File: src/rtl/vga_axil_pkg.sv
// Shared types and constants for the VGA AXI4-Lite register file.
package vga_axil_pkg;

   typedef logic [1:0]  axil_resp_t;
   typedef logic [31:0] axil_addr_t;
   typedef logic [31:0] axil_data_t;

   localparam axil_resp_t AXIL_RESP_OKAY   = 2'b00;
   localparam axil_resp_t AXIL_RESP_SLVERR = 2'b10;
   localparam axil_resp_t AXIL_RESP_DECERR = 2'b11;

   typedef enum logic [1:0] {
      W_IDLE,
      W_HAVE_AW,
      W_HAVE_W,
      W_RESP
   } wr_state_e;

   typedef enum logic {
      R_IDLE,
      R_RESP
   } rd_state_e;

endpackage

File: src/rtl/vga_axil_wr_ctrl.sv
// AXI4-Lite write-channel controller: captures AW and W in either order,
// classifies the access and drives the B channel. The commit strobe is
// asserted on the edge that enters W_RESP.
module vga_axil_wr_ctrl
   import vga_axil_pkg::*;
#(
   parameter int unsigned         ADDR_W  = 32,
   parameter int unsigned         DATA_W  = 32,
   parameter int unsigned         REG_NUM = 16,
   parameter logic [REG_NUM-1:0]  RO_MASK = '0
) (
   input  logic                       clk,
   input  logic                       arst_n,
   input  logic [ADDR_W-1:0]          awaddr,
   input  logic                       awvalid,
   output logic                       awready,
   input  logic [DATA_W-1:0]          wdata,
   input  logic [DATA_W/8-1:0]        wstrb,
   input  logic                       wvalid,
   output logic                       wready,
   output axil_resp_t                 bresp,
   output logic                       bvalid,
   input  logic                       bready,
   output logic                       commit,
   output logic [$clog2(REG_NUM)-1:0] commit_idx,
   output logic [DATA_W-1:0]          commit_data,
   output logic [DATA_W/8-1:0]        commit_strb,
   output axil_resp_t                 commit_resp
);

   localparam int unsigned ByteW = DATA_W / 8;
   localparam int unsigned OffW  = $clog2(ByteW);
   localparam int unsigned IdxW  = $clog2(REG_NUM);

   wr_state_e           state_q, state_d;
   logic [ADDR_W-1:0]   aw_addr_q;
   logic [DATA_W-1:0]   w_data_q;
   logic [ByteW-1:0]    w_strb_q;
   axil_resp_t          bresp_q;
   logic                aw_hs, w_hs;
   logic [ADDR_W-1:0]   cur_addr;
   logic                unused_addr_bits;

   // Readies come from state only, so no input reaches them combinationally.
   assign awready = (state_q == W_IDLE) || (state_q == W_HAVE_W);
   assign wready  = (state_q == W_IDLE) || (state_q == W_HAVE_AW);
   assign bvalid  = (state_q == W_RESP);
   assign bresp   = bresp_q;
   assign aw_hs   = awvalid && awready;
   assign w_hs    = wvalid && wready;

   // A half already captured comes from its latch, the other from the live bus.
   assign cur_addr    = (state_q == W_HAVE_AW) ? aw_addr_q : awaddr;
   assign commit_data = (state_q == W_HAVE_W) ? w_data_q : wdata;
   assign commit_strb = (state_q == W_HAVE_W) ? w_strb_q : wstrb;
   assign commit_idx  = cur_addr[OffW +: IdxW];

   assign unused_addr_bits = ^cur_addr[OffW-1:0];

   // Classify the access: out-of-range first, then read-only slots.
   always_comb begin
      commit_resp = AXIL_RESP_OKAY;
      if (|cur_addr[ADDR_W-1:OffW+IdxW]) begin
         commit_resp = AXIL_RESP_DECERR;
      end else if (RO_MASK[commit_idx]) begin
         commit_resp = AXIL_RESP_SLVERR;
      end
   end

   // Next-state and commit strobe.
   always_comb begin
      state_d = state_q;
      commit  = 1'b0;
      case (state_q)
         W_IDLE: begin
            if (aw_hs && w_hs) begin
               state_d = W_RESP;
               commit  = 1'b1;
            end else if (aw_hs) begin
               state_d = W_HAVE_AW;
            end else if (w_hs) begin
               state_d = W_HAVE_W;
            end
         end
         W_HAVE_AW: begin
            if (w_hs) begin
               state_d = W_RESP;
               commit  = 1'b1;
            end
         end
         W_HAVE_W: begin
            if (aw_hs) begin
               state_d = W_RESP;
               commit  = 1'b1;
            end
         end
         W_RESP: begin
            if (bready) state_d = W_IDLE;
         end
         default: state_d = W_IDLE;
      endcase
   end

   // State register, channel captures and registered response.
   always_ff @(posedge clk or negedge arst_n) begin
      if (!arst_n) begin
         state_q   <= W_IDLE;
         aw_addr_q <= '0;
         w_data_q  <= '0;
         w_strb_q  <= '0;
         bresp_q   <= AXIL_RESP_OKAY;
      end else begin
         state_q <= state_d;
         if (aw_hs) aw_addr_q <= awaddr;
         if (w_hs) begin
            w_data_q <= wdata;
            w_strb_q <= wstrb;
         end
         if (commit) bresp_q <= commit_resp;
      end
   end

endmodule

File: src/rtl/vga_axil_regfile.sv
// AXI4-Lite register file for the VGA core. Holds REG_NUM control registers,
// mirrors hw_regs_i into read-only slots and answers OKAY/SLVERR/DECERR.
// Optional build macro VGA_AXIL_REGFILE_STRB_EN enables per-byte write strobes.
module vga_axil_regfile
   import vga_axil_pkg::*;
#(
   parameter int unsigned        ADDR_W  = 32,
   parameter int unsigned        DATA_W  = 32,
   parameter int unsigned        REG_NUM = 16,
   parameter logic [REG_NUM-1:0] RO_MASK = '0
) (
   input  logic                        clk,
   input  logic                        arst_n,
   input  logic [ADDR_W-1:0]           araddr,
   input  logic                        arvalid,
   output logic                        arready,
   output logic [DATA_W-1:0]           rdata,
   output axil_resp_t                  rresp,
   output logic                        rvalid,
   input  logic                        rready,
   input  logic [ADDR_W-1:0]           awaddr,
   input  logic                        awvalid,
   output logic                        awready,
   input  logic [DATA_W-1:0]           wdata,
   input  logic [DATA_W/8-1:0]         wstrb,
   input  logic                        wvalid,
   output logic                        wready,
   output axil_resp_t                  bresp,
   output logic                        bvalid,
   input  logic                        bready,
   output logic [REG_NUM*DATA_W-1:0]   regs_o,
   output logic [REG_NUM-1:0]          wr_pulse_o,
   input  logic [REG_NUM*DATA_W-1:0]   hw_regs_i
);

   localparam int unsigned ByteW = DATA_W / 8;
   localparam int unsigned OffW  = $clog2(ByteW);
   localparam int unsigned IdxW  = $clog2(REG_NUM);

   logic [DATA_W-1:0]   regs_q  [REG_NUM];
   logic [DATA_W-1:0]   hw_slot [REG_NUM];
   logic [REG_NUM-1:0]  wr_pulse_q, wr_pulse_d;

   logic                wr_commit, wr_en;
   logic [IdxW-1:0]     wr_idx;
   logic [DATA_W-1:0]   wr_data;
   logic [ByteW-1:0]    wr_strb;
   axil_resp_t          wr_resp;

   rd_state_e           rd_state_q, rd_state_d;
   logic [DATA_W-1:0]   rdata_q, rd_data_d;
   axil_resp_t          rresp_q, rd_resp_d;
   logic [IdxW-1:0]     ar_idx;
   logic                ar_hs;
   logic                unused_araddr_bits;

   vga_axil_wr_ctrl #(
      .ADDR_W  (ADDR_W),
      .DATA_W  (DATA_W),
      .REG_NUM (REG_NUM),
      .RO_MASK (RO_MASK)
   ) u_wr_ctrl (
      .clk         (clk),
      .arst_n      (arst_n),
      .awaddr      (awaddr),
      .awvalid     (awvalid),
      .awready     (awready),
      .wdata       (wdata),
      .wstrb       (wstrb),
      .wvalid      (wvalid),
      .wready      (wready),
      .bresp       (bresp),
      .bvalid      (bvalid),
      .bready      (bready),
      .commit      (wr_commit),
      .commit_idx  (wr_idx),
      .commit_data (wr_data),
      .commit_strb (wr_strb),
      .commit_resp (wr_resp)
   );

   assign wr_en = wr_commit && (wr_resp == AXIL_RESP_OKAY);

`ifndef VGA_AXIL_REGFILE_STRB_EN
   logic unused_wr_strb;
   assign unused_wr_strb = ^wr_strb;
`endif

   // Commit accepted writes into the register array.
   always_ff @(posedge clk or negedge arst_n) begin
      if (!arst_n) begin
         for (int unsigned i = 0; i < REG_NUM; i++) regs_q[i] <= '0;
      end else if (wr_en) begin
`ifdef VGA_AXIL_REGFILE_STRB_EN
         for (int unsigned k = 0; k < ByteW; k++) begin
            if (wr_strb[k]) regs_q[wr_idx][k*8 +: 8] <= wr_data[k*8 +: 8];
         end
`else
         regs_q[wr_idx] <= wr_data;
`endif
      end
   end

   // One-hot pulse for the register just written; zero-strobe writes still count.
   always_comb begin
      wr_pulse_d = '0;
      if (wr_en) wr_pulse_d[wr_idx] = 1'b1;
   end

   // Pulse register, high for the single cycle after the commit edge.
   always_ff @(posedge clk or negedge arst_n) begin
      if (!arst_n) wr_pulse_q <= '0;
      else         wr_pulse_q <= wr_pulse_d;
   end

   assign wr_pulse_o = wr_pulse_q;

   // Flatten the array onto regs_o and split hw_regs_i into slots.
   always_comb begin
      for (int unsigned i = 0; i < REG_NUM; i++) begin
         regs_o[i*DATA_W +: DATA_W] = regs_q[i];
         hw_slot[i]                 = hw_regs_i[i*DATA_W +: DATA_W];
      end
   end

   assign arready = (rd_state_q == R_IDLE);
   assign rvalid  = (rd_state_q == R_RESP);
   assign rdata   = rdata_q;
   assign rresp   = rresp_q;
   assign ar_hs   = arvalid && arready;
   assign ar_idx  = araddr[OffW +: IdxW];

   assign unused_araddr_bits = ^araddr[OffW-1:0];

   // Read decode; regs_q is sampled before any same-edge write lands.
   always_comb begin
      rd_data_d = '0;
      rd_resp_d = AXIL_RESP_OKAY;
      if (|araddr[ADDR_W-1:OffW+IdxW]) begin
         rd_resp_d = AXIL_RESP_DECERR;
      end else if (RO_MASK[ar_idx]) begin
         rd_data_d = hw_slot[ar_idx];
      end else begin
         rd_data_d = regs_q[ar_idx];
      end
   end

   // Read FSM next-state.
   always_comb begin
      rd_state_d = rd_state_q;
      case (rd_state_q)
         R_IDLE:  if (arvalid) rd_state_d = R_RESP;
         R_RESP:  if (rready)  rd_state_d = R_IDLE;
         default: rd_state_d = R_IDLE;
      endcase
   end

   // Read FSM state and held response.
   always_ff @(posedge clk or negedge arst_n) begin
      if (!arst_n) begin
         rd_state_q <= R_IDLE;
         rdata_q    <= '0;
         rresp_q    <= AXIL_RESP_OKAY;
      end else begin
         rd_state_q <= rd_state_d;
         if (ar_hs) begin
            rdata_q <= rd_data_d;
            rresp_q <= rd_resp_d;
         end
      end
   end

endmodule

File: config.mk
export PLATFORM = sky130hd
export DESIGN_NAME = vga_axil_regfile
export DESIGN_NICKNAME = d
export VERILOG_FILES = /design/src/rtl/vga_axil_pkg.sv /design/src/rtl/vga_axil_wr_ctrl.sv /design/src/rtl/vga_axil_regfile.sv
export SDC_FILE = /design/constraint.sdc
export NUM_CORES = 1
export LEC_CHECK = 0
export ABC_AREA = 1
export CAP_MARGIN = 20
export CORE_AREA = 2 2 469 471
export CTS_CLUSTER_DIAMETER = 40
export DETAILED_ROUTE_END_ITERATION = 8
export DIE_AREA = 0 0 471 473
export GPL_TIMING_DRIVEN = 0
export PLACE_DENSITY = 0.31
export SETUP_SLACK_MARGIN = 0.4
export SLEW_MARGIN = 20
export SYNTH_ARGS = -nofsm -noshare
export SYNTH_HDL_FRONTEND = slang
export SYNTH_SLANG_ARGS = --single-unit
File: constraint.sdc
create_clock -name clk -period 3.4 [get_ports clk]
set_input_delay 0.68 -clock clk [delete_from_list [all_inputs] [get_ports clk]]
set_output_delay 0.68 -clock clk [all_outputs]
set_load 0.02 [all_outputs]
==> results of run 1 <==
worst paths after layout:
check,from,endpoint,slack (ps)
worst max-delay path,araddr[3],rdata[6],510
worst min-delay path,arst_n,regs_o[295],470
worst max register to register,u_wr_ctrl.state_q[0],regs_o[139],510
worst min register to register,rdata[12],rdata[12],480
max in group asynchronous,arst_n,regs_o[281],1110
min in group clk,rdata[12],rdata[12],480
per-stage QoR:
stage / util (%) / worst slack [ps] / hold slack, ps / cell area (µm²) / total power, mW
after floorplan: - / 1240 / 384 / 29200 / 10.4
after global placement: 18.1 / -32310 / 465 / 39400 / 13.2
after detailed placement: 18.2 / -1030 / 469 / 39800 / 13.4
after CTS: 21.2 / 291 / 426 / 46400 / 30.2
after global routing: 21.3 / 403 / 475 / 46500 / 31.0
final: 21.3 / 508 / 469 / 46500 / 29.8
registers in the layout, summed over array words and instances (netlist names):
signal               count
rvalid                   1
u_wr_ctrl.bresp          1
wr_pulse_o              16
u_wr_ctrl.w_data_q      32
rdata                   32
u_wr_ctrl.aw_addr_q     30
regs_o                 512
u_wr_ctrl.state_q        2
rresp                    1
timing repair:
item | CTS | global route
gates resized for setup | 124 | 86
pin swaps | 17 | 3
hold buffers | 1 | 0
setup buffers | 51 | 1
endpoints found under the hold margin | 65 | 0
setup endpoints to repair | 560 | 445
logic make-up (layout without fill, tap and decap cells):
logic type	after synthesis	count (layout)	share of synthesized area, %
compound gates	86	86	1.48
fa+ha+maj	5	5	0.214
buf+inv	348	1375	4.91
flops	627	627	53.8
mux	20	20	0.772
other cells	0	13	0
simple gates	2820	2820	38.8
final cells by class:
cell class | count | share of cell area, %
sequential | 627 | 33.7
antenna | 13 | 0.0699
clock buffer | 219 | 10.1
timing repair buffer | 730 | 16.0
clock inverter | 79 | 2.43
inverter | 84 | 0.678
tap | 2871 | 7.72
multi-input combinational | 2931 | 26.3
buffer | 263 | 2.99
layer usage:
layer	track usage, %	wire [µm]
met1	27.6	105000
met2	29.7	95800
met3	7.28	22400
met4	5.60	6720
met5	0	80
critical path, stage by stage:
cell             delay (ps)
clkdlybuf4s50_1         500
clkdlybuf4s15_1         610
clkdlybuf4s15_1         900
nand3_1                 240
nand3_1                 150
nand3_1                 220
nand3_1                 170
nand2_1                  60
report_power, final:
| part | internal [mW] | leakage, nW | switching (mW) |
|---|---|---|---|
| Combinational | 1.10 | 10.6 | 4.00 |
| Sequential | 7.91 | 8.49 | 0.244 |
| Clock | 11.3 | 2.85 | 5.26 |
cell usage in the layout (no fill, tap or decap), types with 4 or more instances in the layout:
cell / Yosys / layout
nand4_1: 16 / 16
diode_2: 0 / 13
ha_1: 5 / 4
inv_1: 79 / 79
buf_12: 0 / 7
buf_1: 22 / 14
clkbuf_4: 0 / 6
clkinv_2: 0 / 34
clkbuf_8: 0 / 35
o21ai_1: 32 / 10
clkbuf_1: 186 / 96
nor2_4: 10 / 17
o21ai_0: 49 / 44
nand2_1: 2234 / 2232
bufinv_16: 0 / 22
buf_8: 0 / 4
clkbuf_2: 0 / 103
clkdlybuf4s50_1: 0 / 659
clkinvlp_4: 0 / 10
nand3_1: 485 / 485
inv_16: 0 / 4
buf_16: 0 / 9
buf_4: 20 / 71
nor2_1: 67 / 59
clkbuf_16: 0 / 165
o21ai_2: 0 / 25
buf_6: 1 / 13
dfrtp_1: 627 / 627
inv_2: 4 / 4
inv_6: 0 / 4
buf_2: 35 / 20
mux2_2: 20 / 20
==> results.yml, run 1 <==
outcome:
  outcome: "completed"
power:
  power_density_mw_per_mm2: 640
  power.leakage_nw: 21.9
  peakVddDrop_uv: 503
logic_synthesis:
  synth_nets: 4530
  ys_warn_count: 0
  ys_ff_latch: 627
  ys.flop_type: "dfrtp_1"
  synthTopCellsByArea: "dfrtp_1 (54%), nand2_1 (29%), nand3_1 (8.3%)"
  synth_top_area_share_pct: 53.8
  syn_inst: 3906
  synth_edf_count: 0
  ys_types: 26
  synth.avg_cell_area_um2: 7.47
  synth_common_cells: "nand2_1 (2234), dfrtp_1 (627), nand3_1 (485)"
  syn-cell-area_mm2: 0.0292
  yosysSeqAreaShare_pct: 53.8
  synth_top_area_cell: "dfrtp_1"
  yosysMostFrequentCell: "nand2_1"
  async_flop_share_pct: 100
timing:
  rsz0062_at_grt: "false"
  tightest_slew_ps: 1270
  setup_tns_ps: 0
  finalHoldViolCount: 0
  fmax_mhz: 346
  slew_violations: 0
  fin_crit_sh_pct: 85.1
  setup-violations-final: 0
  fin_crit_ps: 2890
  slew_headroom_pct: 15.1
  finClkSkew_ps: 46.3
global_routing:
  grt_first_pass_wirelength_um: 300000
  first_global_vias: 30600
  grtUsageTotal_pct: 20.2
  grt_start_max_net_pins: 83
  antenna_found_initial: 31
  gr-total-overflow: 0
layout:
  final_nets: 5424
  multi_input_area_mm2: 0.0122
  layoutNonFillerInstCount: 7817
  syn2layout_area_growth_pct: 59.5
  final_layout_size_suffix_gt1_share_pct: 11.9
  fillers: 24400
  register_area_mm2: 0.0157
placement:
  io_buffers: 665
  gp_congestion: 0.851
  hpwl_um: 179000
  dp_cells: 7454
die:
  ios: 1188
  dieArea_mm2: 0.223
  core_mm2: 0.218
  fp.dieW_um: 471
  start_util_pct: 13.4
  std_cell_rows: 172
  dieHeight_um: 473
detailed_routing:
  dr_total_vias: 31500
  drc_errors: 0
  antenna_left: 0
  wire_per_inst_um: 29.5
  firstDrtPassIters: 6
  drtIter0Drc: 2952
  wl_um: 230000
  routed_via_density: 4.03
hold_path:
  min_path_type: "primary input to asynchronous set/reset pin"
critical_path:
  end_kind: "register"
  crit_type: "primary input to register"
  reg2regPathDepth: 8
  crit_required_ps: 4060
  critPathLaunchType: "primary input"
  worstPathArrival_ps: 3560
  crit_path_max_fanout: 10
clock_tree:
  clk-insertion-delay-late_ps: 800
  cts_tree: "done"
  cts.path.max_buffers: 3
  clk_pin_slew_ps: 40
  h-tree-depth: 4
  numCtsBuffers: 163
  cts.sinks: 627
  root_buffer: "clkbuf_16"
flow_run:
  cap_violations: 0
(Power assumes the default switching activity.)
==> inputs of run 2 (changes only) <==
- ABC_AREA: 1 -> unset
- CORE_AREA: 2 2 469 471 -> 2 2 458 460
- DIE_AREA: 0 0 471 473 -> 0 0 460 462
==> run 2 against run 1 <==
Clock power hardly changed. Die area is 4.6% lower. Critical path type is now register to register. Area after synthesis is 4.7% lower. Via count is 35% lower. First-iteration DRC count is 65% lower. Sequential power is 0.6% lower. Global-route usage is 4.9 points lower. Wire length is 28% lower. Cell count is 29% lower. Register-to-register slack hardly changed. Critical endpoint is now regs_o[500]. Clock skew is 12 ps higher.
==> results.yml, run 2 <==
outcome:
  outcome: "completed"
logic_synthesis:
  synth_mux_area_share_pct: 34.9
  ys_types: 38
  ys_ff_latch: 627
  yosysMostFrequentCell: "dfrtp_1"
  yosys.area_share.simple_pct: 2.59
  synthTopCellsByArea: "dfrtp_1 (56%), mux2_2 (23%), mux4_2 (10%)"
  ys.flop_type: "dfrtp_1"
  synth_top_area_share_pct: 56.5
  yosysSeqAreaShare_pct: 56.5
  syn_inst: 1780
  synthAdderAreaFrac_pct: 0.225
  syn-cell-area_mm2: 0.0278
  ys_warn_count: 0
  yosys.area_share.xor_xnor_pct: 0
  synth.avg_cell_area_um2: 15.6
  synth_compound_area_share_pct: 3.34
  synth_common_cells: "dfrtp_1 (627), mux2_2 (578), mux4_2 (128)"
  synth_nets: 2404
  synth_top_family_by_area: "multiplexers"
  async_flop_share_pct: 100
  synth_top_area_cell: "dfrtp_1"
  synth_edf_count: 0
power:
  pwr-share-comb_pct: 13.8
  p_int_mw: 20.2
  pwr-share-seq_pct: 28.7
  power_density_mw_per_mm2: 629
  p_switching_mw: 8.01
  peakVddDrop_uv: 458
  p_clk_share_pct: 57.5
  switching_share_pct: 28.4
  power.leakage_nw: 19.7
placement:
  io_buffers: 665
  dpl_worst_slack_ps: -1010
  gp_congestion: 0.715
  hpwl_um: 125000
timing:
  fin_crit_ps: 2890
  tightest_slew_ps: 1190
  fmax_mhz: 346
  slew_violations: 0
  finalHoldViolCount: 0
  finClkSkew_ps: 58.0
  fin_crit_sh_pct: 85.0
  setup-violations-final: 0
  rsz0062_at_grt: "true"
  setup_ws_ps: 508
  slew_headroom_pct: 21.0
detailed_routing:
  dr_total_vias: 20500
  firstDrtPassIters: 4
  routed_via_density: 3.71
  wl_um: 165000
  wire_per_inst_um: 29.8
  antenna_left: 0
  drtIter0Drc: 1022
  drc_errors: 0
die:
  dieHeight_um: 462
  fp.dieW_um: 460
  ios: 1188
  core_mm2: 0.208
  start_util_pct: 13.4
  dieArea_mm2: 0.213
  std_cell_rows: 168
critical_path:
  crit_path_max_fanout: 10
  critPathLaunchType: "register"
  regToRegStartpoint: "u_wr_ctrl.state_q[1]"
  slowest_delay_ps: 380
  critPathLaunch: "u_wr_ctrl.state_q[1]"
  end_kind: "register"
  cpMaxStageDelayCell: "dfrtp_1"
  crit_type: "register to register"
  cpMostUsedCell: "buf_4"
  crit_chain: "buf_4, ha_1, buf_4, a22oi_1, a21o_1, clkbuf_2, nor2_4, buf_4, nand4_1, buf_4, buf_4, mux2_2"
  r2r_setup_slack_ps: 510
  r2r-end: "regs_o[500]"
  crit_required_ps: 4070
  worstPathArrival_ps: 3560
  reg2regPathDepth: 12
global_routing:
  grt.busiest_layer: "met2"
  grt_start_max_net_pins: 79
  grt_use_met1_pct: 20.3
  met2_usage_pct: 21.8
  first_global_vias: 22100
  gr-total-overflow: 0
  grt_util_met3_pct: 7.62
  grtUsageTotal_pct: 15.2
  antenna_found_initial: 28
  grt_first_pass_wirelength_um: 216000
clock_tree:
  h-tree-depth: 4
  cts_tree: "done"
  root_buffer: "clkbuf_16"
  cts.path.max_buffers: 3
  numCtsBuffers: 164
  clk_pin_slew_ps: 40
  clk-insertion-delay-late_ps: 800
  cts.sinks: 627
layout:
  largest_register_ffs: 512
  syn2layout_area_growth_pct: 61.7
  final_layout_size_suffix_gt1_share_pct: 41.2
  final_nets: 3289
  final_cell_mix: "clkdlybuf4s50_1 (662), dfrtp_1 (626), mux2_2 (578)"
  post-route-util_pct: 21.6
  final_common_cell: "clkdlybuf4s50_1"
hold_path:
  min_path_type: "primary input to asynchronous set/reset pin"
flow_run:
  cap_violations: 0
==> run 2: how the worst max path moves through the flow <==
stage / end / slack [ps] / cells past startpoint
after floorplan: rdata[23] / 820 / 6
after global placement: u_wr_ctrl.w_data_q[19] / -32440 / 1
after detailed placement: regs_o[175] / -1010 / 8
after CTS: regs_o[499] / 390 / 12
after global routing: regs_o[499] / 390 / 12
final: regs_o[500] / 510 / 12
==> run 2: critical path: cells and delay by family, from the launching register on <==
kind                       cells  cell delay, ps
AOI/OAI and AO/OA              2             330
adders and majority gates      1             170
buffers and inverters          6            1260
DFF                            1             380
muxes                          1             380
and+or+nand+nor                2             210
==> run 2: timing repair <==
action | in CTS | in global routing
resized for setup | 84 | 20
pin swaps | 11 | 3
hold endpoints to repair | 55 | 0
hold buffers | 1 | 0
endpoints found under the setup margin | 590 | 300
setup buffers | 32 | 1
==> run 2: kinds of logic (layout without fill, tap and decap cells) <==
group                      count (synthesis)  in the layout
buffers and inverters                    162           1185
muxes                                    734            734
DFF                                      627            627
AOI/OAI and AO/OA                        117            117
adders and majority gates                  5              5
other                                      0             10
and+or+nand+nor                          135            135
==> run 2: cell type report <==
cell class | instances | area [µm²]
fillers | 22300 | 163000
flip-flops and latches | 627 | 15700
multi-input cells | 991 | 11600
repair buffers | 719 | 7510
clock buffers | 230 | 4710
well taps | 2720 | 3400
clock inverters | 74 | 1100
plain buffers | 149 | 856
inverters | 13 | 48.8
diodes | 10 | 25.0
==> run 2: metal layers <==
| metal | wire [µm] | vias up |
|---|---|---|
| met2 | 68500 | 814 |
| met1 | 75500 | 10900 |
| met4 | 2990 | 14 |
| met3 | 17700 | 205 |
| met5 | 84 | - |
| li1 | - | 8618 |
==> run 2: through the flow <==
stage	cells	power (mW)	cell area, µm²	hold slack (ps)	setup TNS, ps
floorplan	1780	10.1	27800	384	0
global placement	5165	12.1	37900	482	-
detailed placement	5185	12.2	38400	487	-435140
CTS	5522	28.9	44800	349	0
global route	5524	29.6	44900	400	0
finish	5533	28.3	44900	447	0
==> run 2: power groups by stage <==
stage	logic (mW)	registers, mW	clock network, mW
floorplan	1.97	8.14	0
global placement	3.89	8.23	0
detailed placement	3.97	8.20	0
CTS	4.08	8.10	16.8
global route	4.32	8.15	17.1
finish	3.90	8.10	16.2
